==> src/rtl/npu_pkg.sv <==
// rtl/npu_pkg.sv - shared NPU constants and drain FSM state encodings
package npu_pkg;

    localparam int DEF_ARRAY_M   = 8;
    localparam int DEF_ACT_WIDTH = 8;

    typedef enum logic [1:0] {
        ST_IDLE  = 2'd0,
        ST_READ  = 2'd1,
        ST_DRAIN = 2'd2,
        ST_DONE  = 2'd3
    } drain_state_t;

endpackage

==> src/rtl/drain_fifo.sv <==
// rtl/drain_fifo.sv - small synchronous FIFO holding {last, data} rows
module drain_fifo #(
    parameter  int DATA_WIDTH = 65,
    parameter  int DEPTH      = 2,
    localparam int AW         = $clog2(DEPTH),
    localparam int CW         = AW + 1
) (
    input  logic                  clk,
    input  logic                  reset,
    input  logic                  push,
    input  logic [DATA_WIDTH-1:0] din,
    input  logic                  pop,
    output logic [DATA_WIDTH-1:0] dout,
    output logic [CW-1:0]         count,
    output logic                  empty,
    output logic                  full
);

    logic [DATA_WIDTH-1:0] mem [DEPTH];
    logic [AW-1:0]         wr_ptr;
    logic [AW-1:0]         rd_ptr;
    logic                  do_push;
    logic                  do_pop;

    assign empty   = (count == '0);
    assign full    = (count == CW'(DEPTH));
    assign do_push = push && !full;
    assign do_pop  = pop && !empty;
    // Head is masked to zero when empty so the stream shows clean data after reset
    assign dout    = empty ? '0 : mem[rd_ptr];

    always_ff @(posedge clk) begin
        if (do_push) begin
            mem[wr_ptr] <= din;
        end
    end

    always_ff @(posedge clk) begin
        if (reset) begin
            wr_ptr <= '0;
            rd_ptr <= '0;
            count  <= '0;
        end else begin
            if (do_push) begin
                wr_ptr <= wr_ptr + AW'(1);
            end
            if (do_pop) begin
                rd_ptr <= rd_ptr + AW'(1);
            end
            case ({do_push, do_pop})
                2'b10:   count <= count + CW'(1);
                2'b01:   count <= count - CW'(1);
                default: count <= count;
            endcase
        end
    end

endmodule

==> src/rtl/obuf_drain.sv <==
// rtl/obuf_drain.sv - walks O_buffer rows and streams each row out as one beat
module obuf_drain
    import npu_pkg::*;
#(
    parameter int ARRAY_M    = DEF_ARRAY_M,
    parameter int ACT_WIDTH  = DEF_ACT_WIDTH,
    parameter int ADDR_WIDTH = 8,
    parameter int FIFO_DEPTH = 2
) (
    input  logic                         clk,
    input  logic                         reset,
    input  logic                         start,
    input  logic [ADDR_WIDTH-1:0]        base_addr,
    input  logic [ADDR_WIDTH:0]          num_rows,
    output logic                         busy,
    output logic                         done,
    output logic [ADDR_WIDTH-1:0]        rd_addr,
    input  logic [ACT_WIDTH*ARRAY_M-1:0] rd_data,
    output logic                         m_valid,
    input  logic                         m_ready,
    output logic [ACT_WIDTH*ARRAY_M-1:0] m_data,
    output logic                         m_last
);

    localparam int DW = ACT_WIDTH * ARRAY_M;
    localparam int RW = ADDR_WIDTH + 1;
    localparam int CW = $clog2(FIFO_DEPTH) + 1;
    localparam logic [CW:0]   OCC_MAX = FIFO_DEPTH[CW:0];
    localparam logic [RW-1:0] ONE_R   = RW'(1);

    drain_state_t  state, state_next;
    logic [RW-1:0] rows_q;
    logic [RW-1:0] rows_left;
    logic [RW-1:0] beat_cnt;
    logic          inflight;
    logic [CW-1:0] fifo_count;
    logic          fifo_empty;
    logic          fifo_full;
    logic [CW:0]   occ;
    logic          issue;
    logic          push;
    logic          pop;
    logic          last_tag;

    assign pop      = m_valid && m_ready;
    assign push     = inflight && !fifo_full;
    assign last_tag = (beat_cnt == rows_q - ONE_R);
    // Occupancy after this cycle's pop; lets a full FIFO being drained still issue
    assign occ      = {1'b0, fifo_count} + {{CW{1'b0}}, inflight} - {{CW{1'b0}}, pop};
    assign issue    = (state == ST_READ) && (rows_left != '0) && (occ < OCC_MAX);

    assign busy    = (state == ST_READ) || (state == ST_DRAIN);
    assign done    = (state == ST_DONE);
    assign m_valid = !fifo_empty;

    always_comb begin
        state_next = state;
        case (state)
            // A zero-row launch passes through DRAIN so busy is visible for one cycle
            ST_IDLE:  if (start) state_next = (num_rows == '0) ? ST_DRAIN : ST_READ;
            ST_READ:  if (issue && rows_left == ONE_R) state_next = ST_DRAIN;
            ST_DRAIN: if (!inflight && (fifo_empty || (fifo_count == CW'(1) && pop)))
                          state_next = ST_DONE;
            ST_DONE:  state_next = ST_IDLE;
            default:  state_next = ST_IDLE;
        endcase
    end

    always_ff @(posedge clk) begin
        if (reset) begin
            state     <= ST_IDLE;
            rd_addr   <= '0;
            rows_q    <= '0;
            rows_left <= '0;
            beat_cnt  <= '0;
            inflight  <= 1'b0;
        end else begin
            state    <= state_next;
            inflight <= issue;
            if (state == ST_IDLE && start) begin
                rd_addr   <= base_addr;
                rows_q    <= num_rows;
                rows_left <= num_rows;
                beat_cnt  <= '0;
            end else if (issue) begin
                rd_addr   <= rd_addr + ADDR_WIDTH'(1);
                rows_left <= rows_left - ONE_R;
            end
            if (push) begin
                beat_cnt <= beat_cnt + ONE_R;
            end
        end
    end

    drain_fifo #(
        .DATA_WIDTH(DW + 1),
        .DEPTH     (FIFO_DEPTH)
    ) u_fifo (
        .clk  (clk),
        .reset(reset),
        .push (push),
        .din  ({last_tag, rd_data}),
        .pop  (pop),
        .dout ({m_last, m_data}),
        .count(fifo_count),
        .empty(fifo_empty),
        .full (fifo_full)
    );

endmodule
==> config.mk <==
export PLATFORM = sky130hd
export DESIGN_NAME = obuf_drain
export DESIGN_NICKNAME = d
export VERILOG_FILES = /design/src/rtl/npu_pkg.sv /design/src/rtl/drain_fifo.sv /design/src/rtl/obuf_drain.sv
export SDC_FILE = /design/constraint.sdc
export NUM_CORES = 1
export LEC_CHECK = 0
export CAP_MARGIN = 20
export CELL_PAD_IN_SITES_DETAIL_PLACEMENT = 0
export CELL_PAD_IN_SITES_GLOBAL_PLACEMENT = 2
export CORE_ASPECT_RATIO = 1.2
export CORE_UTILIZATION = 30
export DETAILED_ROUTE_END_ITERATION = 16
export PLACE_DENSITY_LB_ADDON = 0.1
export SLEW_MARGIN = 20
export SYNTH_ARGS = -nofsm -noshare
export SYNTH_HDL_FRONTEND = slang
export SYNTH_SLANG_ARGS = --single-unit
==> constraint.sdc <==
create_clock -name clk -period 4 [get_ports clk]
set_input_delay 0.8 -clock clk [delete_from_list [all_inputs] [get_ports clk]]
set_output_delay 0.8 -clock clk [all_outputs]
set_load 0.1 [all_outputs]
==> metrics, run 1 <==
Synth cell types 51; fin crit share 86.64%; DRT iter0 DRCs 238; R2R Setup Slk 0.69 ns; Num CTS Buffers 17; Setup crit end kind flip-flop; post-synthesis adder-cell area fraction 2.827%; critical path class primary input to flip-flop; Worst Tran Pin Value 0.9770 ns; Worst-path clk slew 0.08 ns; die area 25,120 sq um; Post-Route WL 17,130 um; crit-path max FO 9; setup_tns 0 ns; synth warn 0; die height 173.4 um; clk buf depth 2; Worst Hold Depth 2; DRC viols 0; min Tclk post-route 3.466 ns; most area-consuming cells after synthesis edfxtp_1 (53%), dfxtp_1 (12%), mux2i_1 (9.0%); mapped cell area 7347 sq um; worst relative slew slack 34.66%; total core area 23,970 sq um; most frequent cells after synthesis edfxtp_1 (130), nor2_1 (101), mux2i_1 (66), dfxtp_1 (43), nand2_1 (24); largest family of logic cells by synthesized area simple AND/OR/NAND/NOR gates; grt ovf 0; vias per cell 4.628; Vias 4,933; RR Endpoint state[1]; Routed Antenna Nets 0; Synth Area in Compound Gates 5.245%; largest net degree at the start of global routing 68; Post-Syn Instances 572; Initial Util 30.65%; CTS-repair resized insts 0; antenna violations before repair 0; # Max-Cap Violations 0; largest area contributor in the netlist edfxtp_1; post-DR wirelength/cell 16.07 um; Post-Syn Nets 673; top_reg_cell synth edfxtp_1; share of cells above drive strength 1 16.09%; Yosys top cell area share 53.13%; clk sink count 173; total I/O pin count 161; Rows 62; Achievable Freq 288.5 MHz; Post-CTS Hold Fix Bufs 0; register area share after synthesis 64.85%; WHS Endpoint rows_q[1]; Slew Viols, Final 0; mux contribution to synthesized area 8.992%; Worst Reg-to-Reg Cells 11; WP data arrival 3.80 ns; Worst-Skew Late Latency 0.43 ns; Pwr per Cell Area 724.0 nW/um^2; Synth Area in XOR/XNOR 3.457%; port buffer count 160; Final HPWL DP 11,650 um; HP Class flip-flop to flip-flop; ANT cells 0; static leakage 0.003378 uW; Syn Area/Cell 12.84 sq um; post-layout util 40.70%; worst clock skew 0.01340 ns; number of nets in the layout 834; Root Buffer clkbuf_16; unrepaired setup endpoints after global routing no; Max IR drop VDD 300.5 uV; Die X 144.9 um; most frequent cell after synthesis edfxtp_1; hold path start rows_q[1]; ys async rst share 0%; CP startpoint kind primary input; origin of the worst setup path m_ready; postcts setup bufs 0; Final setup viols 0; drt first pass iters 4; H-tree Lvls 4; Hold Fails Final Rpt 0; vias in the first global route 5,084; Tot GR Track Use 13.92%; status finished, final reports clean; number of synthesized flops with an enable pin 130; area delta synth->final 32.80%; Seq cells post-synth 173; global-route wire length before repair 26,700 um; simple-gate share of the synthesized area 12.26%; TritonCTS clock tree yes; Crit path required time 4.33 ns; r2r startpoint u_fifo.count[1]; GPL Wtd Cong 0.7313
where the power goes:
| group | switching (uW) | total (uW) | internal (uW) |
|---|---|---|---|
| sequential | 193 | 2380 | 2190 |
| combinational | 2250 | 3070 | 822 |
| clock | 778 | 1610 | 835 |
| total | 3220 | 7060 | 3840 |
cell type report:
class | count | area [sq um]
inverter | 13 | 48.80
tap | 320 | 400.4
timing repair buffer | 171 | 1541
sequential | 173 | 4768
multi-input combinational | 357 | 2421
clock inverter | 14 | 147.6
fill | 2272 | 14210
clock buffer | 18 | 429.2
worst max-delay path, stage by stage:
cell and delay (ns):
clkdlybuf4s50_1 0.47, nor2b_1 0.28, ha_1 0.28, nand2b_1 0.15
fa_1 0.37, xnor2_1 0.27, and3_2 0.36, a31oi_1 0.16
or4_1 0.55, o31ai_1 0.09
worst max-delay path by stage:
stage,end,slack (ns)
6_report,state[1],0.53
5_1_grt,state[1],0.44
4_1_cts,state[1],0.58
3_5_place_dp,state[1],0.12
3_3_place_gp,state[0],0.21
2_1_floorplan,m_data[22],0.81
metrics by stage:
step	worst slack, ns	hold slack, ns	instances	instance area (sq um)	power (uW)
6_report	0.5342	0.4908	1066	9757	7064
5_1_grt	0.4360	0.5175	1066	9757	7400
4_1_cts	0.5778	0.4906	1066	9757	7153
3_5_place_dp	0.1168	0.4803	1034	9180	5523
3_3_place_gp	0.2135	0.4766	1034	9180	5504
2_1_floorplan	0.8093	0.4496	572	7350	4773
placed cells by master (no fill, tap or decap), types with 3 or more instances in the layout:
cell type and count:
or3_1 4, dfxtp_1 42, o21ai_0 9, and2_1 4
ha_1 14, buf_4 76, nand3_1 7, clkdlybuf4s50_1 93
nand4_1 10, a31oi_1 3, nor2_1 100, mux2i_1 66
inv_6 3, or4_1 3, nand2_1 24, clkbuf_16 17
a21oi_1 19, nor2b_1 3, xor2_1 11, inv_8 5
a211oi_1 16, inv_1 12, xnor2_1 18, a311oi_1 3
edfxtp_1 130, nor3_1 8
layer usage:
| layer | up-vias | GRT usage [%] | wire, um |
|---|---|---|---|
| met1 | 2399 | 16.87 | 7649 |
| met3 | 15 | 3.066 | 677 |
| li1 | 2416 | - | - |
| met4 | 0 | 4.211 | 217 |
| met5 | - | 0 | 0 |
| met2 | 103 | 24.28 | 8584 |
cell families (layout without fill, tap and decap cells):
logic type,after synthesis,after routing
adders and majority gates,16,16
buffers and inverters,42,216
xor gates and xnor gates,29,29
muxes,66,66
AOI/OAI and AO/OA,60,60
DFF,173,173
and+or+nand+nor,186,186
flip-flops by register name, indices dropped and copies added, names as in the netlist, named ones only:
register       flops
rows_q             9
u_fifo.wr_ptr      1
rows_left          9
state              2
u_fifo.rd_ptr      1
inflight           1
rd_addr            8
u_fifo.mem       130
beat_cnt           9
u_fifo.count       2
Power figures use the tool's default switching activity.
==> inputs of run 2 (changes only) <==
CTS_CLUSTER_SIZE = 12   (was not set)
==> results of run 2 <==
Final layout, timing and power as in run 1 (identical DEF).
==> inputs of run 3 (changes only) <==
HOLD_SLACK_MARGIN = 0.15   (was not set)
==> results of run 3 <==
Final layout, timing and power as in run 1 (identical DEF).
